**config.mk**
```make
export PLATFORM = sky130hd
export DESIGN_NAME = coincidence_readout
export DESIGN_NICKNAME = d
export VERILOG_FILES = /design/src/rtl/coincidence_readout.sv
export SDC_FILE = /design/constraint.sdc
export NUM_CORES = 1
export LEC_CHECK = 0
export CORE_MARGIN = 2
export CORE_UTILIZATION = 55
export DETAILED_ROUTE_END_ITERATION = 12
export DONT_BUFFER_PORTS = 1
export GPL_TIMING_DRIVEN = 0
export PLACE_DENSITY = 0.7
export SYNTH_ARGS = -nofsm -noshare
export SYNTH_HDL_FRONTEND = slang
export SYNTH_SLANG_ARGS = --single-unit
```
**constraint.sdc**
```tcl
create_clock -name i_clk -period 2.4 [get_ports i_clk]
set_clock_uncertainty 0.15 [all_clocks]
set_input_delay 0.36 -clock i_clk [delete_from_list [all_inputs] [get_ports i_clk]]
set_output_delay 0.36 -clock i_clk [all_outputs]
set_load 0.1 [all_outputs]
```
**src/rtl/coincidence_readout.sv**
```systemverilog
// coincidence_readout: snapshots pair counts on Start and streams an A5/LEN/DATA byte frame.
// Define READOUT_CHKSUM_EN to append an XOR checksum byte (LEN ^ data) after the data.
module coincidence_readout #(
    parameter  int NCHAN  = 6,
    parameter  int NBITS  = 4,
    localparam int NPAIRS = NCHAN * (NCHAN - 1) / 2,
    localparam int NBYTES = (NBITS + 7) / 8
) (
    input  logic             i_clk,
    input  logic             i_rst_n,
    input  logic [NBITS-1:0] i_counts [NPAIRS-1:0],
    input  logic             i_start,
    output logic [7:0]       o_tx_data,
    output logic             o_tx_valid,
    output logic             o_tx_last,
    input  logic             i_tx_ready,
    output logic             o_busy,
    output logic             o_overrun
);
    localparam int PW = $clog2(NPAIRS + 1);
    localparam int BW = $clog2(NBYTES + 1);
    localparam logic [7:0]    LEN_BYTE = 8'(NPAIRS * NBYTES);
    localparam logic [PW-1:0] P_LAST   = PW'(NPAIRS - 1);
    localparam logic [BW-1:0] B_LAST   = BW'(NBYTES - 1);

    typedef enum logic [2:0] {IDLE, HDR, LEN, DATA, CHK} state_t;

    generate
        if (NPAIRS * NBYTES > 255) begin : g_bad_size
            $error("coincidence_readout: NPAIRS*NBYTES must not exceed 255");
        end
    endgenerate

    state_t              r_state, w_next;
    logic [NBITS-1:0]    r_snap [NPAIRS-1:0];
    logic [PW-1:0]       r_pidx;
    logic [BW-1:0]       r_bidx;
    logic                r_overrun;
    logic [NBYTES*8-1:0] w_word;
    logic [7:0]          w_byte;
    logic [7:0]          w_chk;
    logic                w_hs;
    logic                w_end;
    logic                w_last;

    assign w_word = (NBYTES*8)'(r_snap[r_pidx]);
    assign w_byte = w_word[r_bidx*8 +: 8];
    assign w_hs   = o_tx_valid && i_tx_ready;
    assign w_end  = (r_pidx == P_LAST) && (r_bidx == B_LAST);

`ifdef READOUT_CHKSUM_EN
    localparam state_t DATA_NEXT = CHK;
    logic [7:0] r_chk;
    assign w_chk  = r_chk;
    assign w_last = r_state == CHK;
    always_ff @(posedge i_clk or negedge i_rst_n) begin
        if (!i_rst_n)
            r_chk <= 8'h00;
        else if (w_hs && r_state == LEN)
            r_chk <= LEN_BYTE;
        else if (w_hs && r_state == DATA)
            r_chk <= r_chk ^ w_byte;
    end
`else
    localparam state_t DATA_NEXT = IDLE;
    assign w_chk  = 8'h00;
    assign w_last = (r_state == DATA) && w_end;
`endif

    always_ff @(posedge i_clk or negedge i_rst_n) begin
        if (!i_rst_n) begin
            r_state   <= IDLE;
            r_pidx    <= '0;
            r_bidx    <= '0;
            r_overrun <= 1'b0;
            for (int i = 0; i < NPAIRS; i++) r_snap[i] <= '0;
        end else begin
            r_state <= w_next;
            if (r_state == IDLE && i_start) begin
                r_snap    <= i_counts;
                r_overrun <= 1'b0;
                r_pidx    <= '0;
                r_bidx    <= '0;
            end else if (i_start) begin
                r_overrun <= 1'b1;
            end
            if (w_hs && r_state == DATA) begin
                r_bidx <= (r_bidx == B_LAST) ? '0 : r_bidx + 1'b1;
                if (r_bidx == B_LAST) r_pidx <= (r_pidx == P_LAST) ? '0 : r_pidx + 1'b1;
            end
        end
    end

    always_comb begin
        w_next = r_state;
        case (r_state)
            IDLE:    w_next = i_start ? HDR : IDLE;
            HDR:     w_next = w_hs ? LEN : HDR;
            LEN:     w_next = w_hs ? DATA : LEN;
            DATA:    w_next = (w_hs && w_end) ? DATA_NEXT : DATA;
            CHK:     w_next = w_hs ? IDLE : CHK;
            default: w_next = IDLE;
        endcase
    end

    always_comb begin
        o_tx_valid = r_state != IDLE;
        o_busy     = r_state != IDLE;
        o_overrun  = r_overrun;
        o_tx_last  = w_last;
        o_tx_data  = (r_state == HDR)  ? 8'hA5 :
                     (r_state == LEN)  ? LEN_BYTE :
                     (r_state == DATA) ? w_byte :
                     (r_state == CHK)  ? w_chk : 8'h00;
    end
endmodule
```
==> run_results.csv <==
group,metric,value,unit
status,outcome,"finished, violations left",
status,violations,"setup timing",
grt,grt_pass1_wl,11000,µm
cells_and_area,layout_common_cells,"dfrtp_1, mux2_2, dlygate4sd3_1, buf_4, clkbuf_8",
grt,grt_pass1_vias,2123,
clock_tree,clock_latency,0.34,ns
synth,yosysSeqAreaShare,0.5136,
die,dieHeight,81.62,µm
die,die_x,81.62,µm
grt,gr-total-overflow,0,
route,viasPerCell,5.692,
timing,slew_headroom,0.2441,
timing,layout_min_cycle_time,2.805,ns
die,coreArea,5886,µm²
critical_path,endpoint_kind,"output pin",
cells_and_area,final_common_cell,"dfrtp_1",
cells_and_area,drive_gt1_frac,0.4613,
timing,hold_viol_final,0,
place,numPortBuffers,0,
cells_and_area,fill_cells,404,
clock_tree,cts_tree,"built",
route,drc,0,
route,final_antenna_net_count,0,
timing,rsz0062_at_grt,"yes",
clock_tree,cts_max_level,3,
grt,track_usage,0.2272,
power_and_ir_drop,p_leak,1.856,nW
clock_tree,clock_sink_count,68,
route,dr_total_vias,2123,
synth,ys_seq_elements,68,
synth,syn_area,3313,µm²
die,start_util,0.5629,
cells_and_area,fin_nets,358,
power_and_ir_drop,power_density,1077,nW/µm²
timing,max_freq,356.4,MHz
clock_tree,cts_root_buf,"clkbuf_8",
clock_tree,clockBufferDepth,2,
worst_hold_path,hp-class,"primary input to flop",
synth,yosys.cell_types.count,39,
route,drt-total-wl,7170,µm
worst_hold_path,hold_depth,1,
timing,setup_viol,6,
die,num_io_pins,76,
timing,worstMarginPinSlew,1.133,ns
critical_path,crit_cells,4,
cells_and_area,fin_area,4319,µm²
timing,layout_setup_ws,-0.4055,ns
critical_path,crit_family,"compound AO/OA/AOI/OAI gates",
power_and_ir_drop,power,4.653,mW
critical_path,arrival,2.30,ns
cells_and_area,multi_input_area,1600,µm²
grt,grt_max_degree,69,
timing,slew_violations,0,
critical_path,path_cells,"buf_12 -> mux4_2 -> mux2i_4 -> o31ai_4",
synth,synth_largest_area_cell,"dfrtp_1",
die,die_area,6661,µm²
critical_path,crit_path_top_delay_cell,"o31ai_4",
route,drt_first_iter_violations,84,
die,row_count,28,
critical_path,max_stage_delay,0.92,ns
critical_path,reg2regPathDepth,5,
route,first_pass_iters,4,
timing,post-route-period-util,1.169,
synth,synth_top_area_share,0.5136,
place,hpwl,4477,µm
synth,syn_area_per_cell,14.10,µm²
cells_and_area,seq_area,1703,µm²
grt,antenna_found_initial,1,
synth,syn-instance-count,235,
clock_tree,cts.clk_slew.worst_paths,0.07,ns
synth,yosysWarnings,0,
power_and_ir_drop,peakVddDrop,0.8712,mV
clock_tree,numCtsBuffers,9,
place,postPlaceCellArea,3503,µm²
critical_path,critPathRequiredTime,1.89,ns
critical_path,path_class,"flop to output pin",
critical_path,critPathMaxFanout,5,
place,finalWeightedCongestion,0.7449,
critical_path,path_buf_inv,1,
synth,synthTopCellsByArea,"dfrtp_1, mux2_2, mux4_2, mux2i_1, buf_6",
cells_and_area,area_growth_syn_to_layout,30.36,%
critical_path,start_kind,"flop",
flow_run,max_cap_violations,0,
route,wire_per_inst,19.22,µm
metrics by stage:
stage               std cells  hold slack (ns)   TNS, ns    util  worst slack (ns)
global placement          311         -0.08374   -0.6591  0.5952           -0.2445
floorplan                 236         -0.08559  -0.09721       -          -0.04771
detailed placement        311         -0.08407   -0.6374  0.5952           -0.2317
finish                    373         0.005183    -1.644  0.7338           -0.4055
global route              373        0.0003433    -2.106  0.7338           -0.4762
CTS                       350         0.002666    -2.053  0.6956           -0.4524
cells by family after synthesis:
group | after synthesis | share of synthesized area
simple gates | 34 | 0.06269
mux | 84 | 0.3142
other cells | 1 | 0.001132
flops | 68 | 0.5136
compound gates | 21 | 0.04494
buf+inv | 23 | 0.05060
xor+xnor | 2 | 0.005288
fa+ha+maj | 2 | 0.007552
synthesized netlist by cell type:
cell type	instances
mux4_2	10
a22oi_1	2
or4_1	2
mux2_2	55
or3_4	1
a21o_1	2
mux2_1	5
conb_1	1
a21oi_1	1
dfrtp_1	68
nor3b_1	2
nand3_1	4
buf_2	5
o21ai_0	5
buf_4	4
ha_1	2
or3b_1	1
nor3_1	1
nor2b_1	2
xor2_1	1
nor4b_1	1
mux2i_1	14
o31ai_1	2
nand4_1	1
nand2b_1	1
xnor2_1	1
o21bai_1	1
a211oi_1	1
nand2_1	6
buf_6	8
a311oi_1	1
nor2_1	7
clkbuf_1	4
nand3b_1	4
nor2_8	1
a41oi_1	2
inv_1	2
o211ai_1	2
o221ai_1	2
metal layers:
layer / track usage / wire [µm] / up-vias
met5: 0 / 0 / -
met4: 0.05500 / 89 / 0
met3: 0.1022 / 561 / 8
met2: 0.3541 / 3461 / 68
met1: 0.2932 / 3058 / 1072
li1: - / - / 975
state kept, by name, indices dropped and copies added (netlist names):
register   cells
r_state        3
r_snap        60
o_overrun      1
r_pidx         4
layout make-up:
cell class,count,area share
Antenna cell,1,0.0005794
Buffer,20,0.05127
Clock buffer,12,0.03592
Clock inverter,4,0.02202
Inverter,2,0.002317
Multi-Input combinational cell,145,0.3705
Sequential cell,68,0.3943
Tap cell,75,0.02173
Timing Repair Buffer,46,0.1014
power breakdown:
group	internal [mW]	switching, mW
Combinational	0.814	1.17
Sequential	1.36	0.119
Clock	0.746	0.437
Total	2.92	1.73
worst paths after layout:
| kind | end | slack [ns] | from |
|---|---|---|---|
| worst min register to register | r_snap[48] | 0.34 | r_snap[48] |
| worst max register to register | r_snap[54] | 0.25 | r_state[0] |
| worst min-delay path | r_snap[46] | 0.005 | i_counts[46] |
| worst max-delay path | o_tx_data[1] | -0.41 | r_pidx[0] |
| max in group asynchronous | r_snap[52] | 1.37 | i_rst_n |
| min in group asynchronous | r_snap[38] | 0.44 | i_rst_n |
worst register-to-register path, delay by kind of cell, from the launching register on:
| kind | cells | cell delay (ns) |
|---|---|---|
| buffers and inverters | 2 | 0.36 |
| flip-flops | 1 | 0.40 |
| multiplexers | 1 | 0.35 |
| AND/OR/NAND/NOR | 2 | 0.78 |
repair_timing:
item,4_1_cts,5_1_grt
setup endpoints to repair,7,7
buffers inserted,15,3
hold endpoints to repair,75,22
pin swaps,7,3
gates resized for setup,37,4
hold buffers,8,22
Power figures use the tool's default switching activity.
